**src/rtl/dtw_src_writer.sv**
```systemverilog
// Producer for the DTW source FIFO: one AXI-Stream frame (query words then reference words) per search.
// Latency: stream-to-FIFO write is combinational (same cycle); status pulses and counters register one cycle later.
// Backpressure: tready drops whenever the FIFO is full or the block is not accepting; FLUSH drains without writing.
module dtw_src_writer #(
  parameter int SQG_LEN = 250,
  parameter int DATA_W  = 32
) (
  input  logic              clk,
  input  logic              rst,
  input  logic              start,
  input  logic [31:0]       reference_len,
  input  logic [DATA_W-1:0] s_axis_tdata,
  input  logic              s_axis_tvalid,
  input  logic              s_axis_tlast,
  output logic              s_axis_tready,
  output logic              fifo_wren,
  output logic [DATA_W-1:0] fifo_wdata,
  input  logic              fifo_full,
  input  logic              fifo_clear,
  output logic              core_rs,
  input  logic              core_running,
  input  logic              core_done,
  output logic              busy,
  output logic              frame_done,
  output logic              err_short,
  output logic              err_long,
  output logic              err_cfg,
  output logic [31:0]       words_written
);

  typedef enum logic [2:0] {IDLE, QUERY, REF, FLUSH, WAIT_CORE} state_t;

  localparam logic [31:0] Q_LAST = 32'(SQG_LEN - 1);

  state_t      state, state_d;
  logic [31:0] q_cnt, r_cnt, ref_len;
  logic [31:0] ref_last;
  logic        xfer, in_data;
  logic        start_ok, cfg_d, short_d, long_d, done_d;

  assign in_data       = (state == QUERY) || (state == REF);
  assign s_axis_tready = (in_data && !fifo_full) || (state == FLUSH);
  assign xfer          = s_axis_tvalid && s_axis_tready;
  assign fifo_wren     = xfer && in_data;
  assign fifo_wdata    = s_axis_tdata;
  assign busy          = (state != IDLE);
  assign ref_last      = ref_len - 32'd1;

  // State register.
  always_ff @(posedge clk) begin
    if (rst) state <= IDLE;
    else     state <= state_d;
  end

  // Next-state and event decode; fifo_clear aborts any accepting state and pre-empts other transitions.
  always_comb begin
    state_d  = state;
    start_ok = 1'b0;
    cfg_d    = 1'b0;
    short_d  = 1'b0;
    long_d   = 1'b0;
    done_d   = 1'b0;
    case (state)
      IDLE: begin
        if (start) begin
          if (reference_len != 32'd0) begin
            start_ok = 1'b1;
            state_d  = QUERY;
          end else begin
            cfg_d = 1'b1;
          end
        end
      end
      QUERY: begin
        if (fifo_clear) begin
          short_d = 1'b1;
          state_d = IDLE;
        end else if (xfer) begin
          if (s_axis_tlast) begin
            short_d = 1'b1;
            state_d = IDLE;
          end else if (q_cnt == Q_LAST) begin
            state_d = REF;
          end
        end
      end
      REF: begin
        if (fifo_clear) begin
          short_d = 1'b1;
          state_d = IDLE;
        end else if (xfer) begin
          if (r_cnt == ref_last) begin
            if (s_axis_tlast) begin
              state_d = WAIT_CORE;
            end else begin
              long_d  = 1'b1;
              state_d = FLUSH;
            end
          end else if (s_axis_tlast) begin
            short_d = 1'b1;
            state_d = IDLE;
          end
        end
      end
      FLUSH: begin
        if (fifo_clear) begin
          short_d = 1'b1;
          state_d = IDLE;
        end else if (xfer && s_axis_tlast) begin
          state_d = WAIT_CORE;
        end
      end
      WAIT_CORE: begin
        if (core_done) begin
          done_d  = 1'b1;
          state_d = IDLE;
        end
      end
      default: state_d = IDLE;
    endcase
  end

  // Frame counters and latched reference length; counters saturate instead of wrapping.
  always_ff @(posedge clk) begin
    if (rst) begin
      q_cnt         <= 32'd0;
      r_cnt         <= 32'd0;
      ref_len       <= 32'd0;
      words_written <= 32'd0;
    end else if (start_ok) begin
      q_cnt         <= 32'd0;
      r_cnt         <= 32'd0;
      ref_len       <= reference_len;
      words_written <= 32'd0;
    end else begin
      if (xfer && (state == QUERY) && (q_cnt != 32'hFFFF_FFFF)) q_cnt <= q_cnt + 32'd1;
      if (xfer && (state == REF) && (r_cnt != 32'hFFFF_FFFF))   r_cnt <= r_cnt + 32'd1;
      if (fifo_wren && (words_written != 32'hFFFF_FFFF))        words_written <= words_written + 32'd1;
    end
  end

  // Run/stop request: raised on an accepted start, dropped once the core reports running or the frame ends.
  always_ff @(posedge clk) begin
    if (rst)                                 core_rs <= 1'b0;
    else if (start_ok)                       core_rs <= 1'b1;
    else if (core_running || state_d == IDLE) core_rs <= 1'b0;
  end

  // One-cycle status pulses, registered from the decoded events.
  always_ff @(posedge clk) begin
    if (rst) begin
      frame_done <= 1'b0;
      err_short  <= 1'b0;
      err_long   <= 1'b0;
      err_cfg    <= 1'b0;
    end else begin
      frame_done <= done_d;
      err_short  <= short_d;
      err_long   <= long_d;
      err_cfg    <= cfg_d;
    end
  end

endmodule

```
**config.mk**
```make
export PLATFORM = sky130hd
export DESIGN_NAME = dtw_src_writer
export DESIGN_NICKNAME = d
export VERILOG_FILES = /design/src/rtl/dtw_src_writer.sv
export SDC_FILE = /design/constraint.sdc
export NUM_CORES = 1
export LEC_CHECK = 0
export CAP_MARGIN = 20
export CORE_AREA = 2 2 141 143
export CTS_BUF_LIST = sky130_fd_sc_hd__clkbuf_16
export DETAILED_ROUTE_END_ITERATION = 12
export DIE_AREA = 0 0 143 145
export PLACE_DENSITY_LB_ADDON = 0.05
export REMOVE_ABC_BUFFERS = 1
export SLEW_MARGIN = 25
export SYNTH_ARGS = -nofsm -noshare
export SYNTH_HDL_FRONTEND = slang
export SYNTH_SLANG_ARGS = --single-unit
```
**constraint.sdc**
```tcl
create_clock -name clk -period 5.2 [get_ports clk]
set_clock_uncertainty 0.15 [all_clocks]
set_input_delay 1.04 -clock clk [delete_from_list [all_inputs] [get_ports clk]]
set_output_delay 1.04 -clock clk [all_outputs]
set_load 0.005 [all_outputs]
```
==> results_dict.tcl <==
set metrics [dict create \
    worst-path-max-fanout 5 \
    seq_power_share_pct 43.4 \
    final.setup.tns_ps 0 \
    ios 145 \
    drv_cap 0 \
    fmax_mhz 244 \
    p_comb_share_pct 11.5 \
    grt_pass1_wl_microns 33100 \
    period_needed_ps 4090 \
    fin_hold_ws_ps 356 \
    clock_path_buffers 2 \
    yosys_warnings 0 \
    dieArea_sq_mm 0.0207 \
    n_antenna_cell 0 \
    drt_iter0_markers 284 \
    ys_seq_elements 136 \
    synth_edf_count 0 \
    die_h_microns 145 \
    overflow 0 \
    htree_levels 4 \
    num_vias 6408 \
    drive_gt1_share_pct 6.43 \
    cts.sinks 136 \
    p_per_area_mw_per_mm2 282 \
    status "finished, final reports clean" \
    num_rows 51 \
    ir_drop_uv 202 \
    crit_required_ps 4010 \
    routedWlPerCell_microns 17.0 \
    numCtsBuffers 17 \
    seq_area_frac_synth_pct 36.1 \
    dp_hpwl_microns 15100 \
    ctsHoldBuffers 0 \
    finalSetupViolations 0 \
    ant_nets 0 \
    drc_errors 0 \
    wl_microns 20600 \
    syn_inst 902 \
    grt_pass1_vias 6253 \
    regToRegSetupSlack_ps 1770 \
    via_per_inst 5.28 \
    rsz0062_at_grt "false" \
    p_clk_share_pct 45.1 \
    place_area_sq_mm 0.00834 \
    drt_pass1_iterations 7 \
    syn_avg_cell_area_sq_um 8.36 \
    die_w_microns 143 \
    hold_viol_final 0 \
    fin_nets 1013 \
    n_fill_cell 1843 \
    synth_cell_type_count 70 \
    stdcell_count 1213 \
    p_sw_mw 0.664 \
    post-route-period-util_pct 78.7 \
    worstSetupPathType "in2out" \
    multi_input_area_sq_mm 0.00437 \
    cts-root-buf "clkbuf_16" \
    area_growth_pct 18.0 \
    crit_arrival_ps 2900 \
    netlist_area_sq_mm 0.00754 \
    ys.flop_type "dfxtp_1" \
    gp_congestion 0.830 \
    tightest_slew_ps 674 \
    maxSlewHeadroom_pct 54.5 \
    port_buffers 80 \
    cts_tree "yes" \
    synthArstFlopShare_pct 0 \
    cts_resized 0 \
    initial_core_util_pct 39.2 \
    grt_antenna_before_repair 0 \
    placed_cells 1181 \
    path_clk_slew_ps 60 \
    hp-class "reg2reg" \
    start_kind "input port" \
    core_sq_mm 0.0192 \
    swShare_pct 26.4 \
    power.leakage_nw 3.09 \
    internal_power_mw 1.85 \
    grt_usage_pct 20.1 \
    drv_slew 0 \
    fin_area_sq_mm 0.00890 \
    seqCellArea_sq_mm 0.00272 \
    grt_max_degree 97 \
    cp-end-kind "output pin" \
    final_util_pct 46.3 \
    post_cts_buffers 0 \
    clkLatencyLatePin_ps 420 \
]
==> metal layers <==
layer  track usage [%]  vias up  part of all wire [%]
met1              26.7     3024                    48
met2              30.6      167                    45
met3              6.73       22                   6.2
met5              2.01        -                     0
met4              5.74        0                   1.5
li1                  -     3195                     -
==> power groups by stage <==
| stage | sequential [mW] | combinational (mW) | clock, mW |
|---|---|---|---|
| floorplan | 1.10 | 0.194 | 0 |
| global placement | 1.11 | 0.282 | 0 |
| detailed placement | 1.11 | 0.287 | 0 |
| CTS | 1.09 | 0.289 | 1.16 |
| global route | 1.09 | 0.316 | 1.22 |
| finish | 1.09 | 0.289 | 1.13 |
==> layout by cell type (no fill, tap or decap), types with 5 or more instances in the layout <==
cell type / n
inv_1: 14
ha_1: 5
mux2i_1: 33
clkbuf_16: 17
nand2_1: 63
dfxtp_1: 136
nor4b_1: 5
clkinv_2: 5
o21ai_0: 15
nand2b_1: 6
clkdlybuf4s50_1: 80
nand4_1: 30
nor3b_1: 5
and2_1: 10
nor2_1: 141
or3_1: 18
nand3b_1: 6
nor4_1: 22
xor2_1: 61
nand3_1: 41
nor3_1: 29
xnor2_1: 62
nor2b_1: 5
and3_1: 19
or4_1: 5
and4_1: 13
a21oi_1: 19
a31oi_1: 7
==> cells in the mapped netlist, types with 6 or more instances <==
master / count / area [sq um]
nor3_1: 29 / 145
xnor2_1: 62 / 543
inv_1: 14 / 52.6
and3_1: 19 / 119
nand2_1: 63 / 236
nand3_1: 41 / 205
nand2b_1: 7 / 43.8
and2_1: 10 / 62.6
nor4_1: 22 / 138
o21ai_0: 15 / 75.1
and4_1: 13 / 114
nor2_1: 141 / 529
clkbuf_1: 32 / 120
nand3b_1: 6 / 45.0
nand4_1: 30 / 188
a31oi_1: 7 / 43.8
a21oi_1: 19 / 95.1
dfxtp_1: 136 / 2720
buf_4: 32 / 240
or3_1: 18 / 113
mux2i_1: 33 / 330
xor2_1: 61 / 534
==> final cells by class <==
class / instances / share of cell area [%]
clock inverter: 15 / 1.46
clock buffer: 17 / 4.78
tap: 265 / 3.73
inverter: 14 / 0.591
sequential: 136 / 30.6
multi-input combinational: 681 / 49.1
timing repair buffer: 85 / 9.70
==> flip-flops by register name, indices dropped and copies added (netlist names) <==
register	cells
words_written	32
r_cnt	32
err_short	1
ref_len	32
core_rs	1
err_cfg	1
q_cnt	32
state	3
frame_done	1
err_long	1
==> final timing paths <==
kind,startpoint,endpoint,depth (start not counted)
worst max-delay path,s_axis_tvalid,fifo_wren,5
worst min-delay path,q_cnt[22],q_cnt[22],2
worst max register to register,ref_len[20],err_long,7
worst min register to register,q_cnt[22],q_cnt[22],2
==> logic make-up after synthesis <==
family	synth area share, %
buffers and inverters	6.06
muxes	4.38
and+or+nand+nor	31.6
adders and majority gates	0.830
xor gates and xnor gates	14.3
DFF	36.1
AOI/OAI and AO/OA	6.72
==> worst max-delay path, cell delays in order <==
cell,delay [ps]
clkdlybuf4s50_1,470
nor3b_1,350
nand3b_1,280
nand2_1,210
clkdlybuf4s50_1,550
==> through the flow <==
step | setup slack, ps | total power, mW
after detailed placement | 1110 | 1.40
after global placement | 1130 | 1.39
final | 1110 | 2.51
after CTS | 1100 | 2.54
after floorplan | -1580 | 1.30
after global routing | 984 | 2.63
No activity file was read; power rests on OpenSTA's default activity.
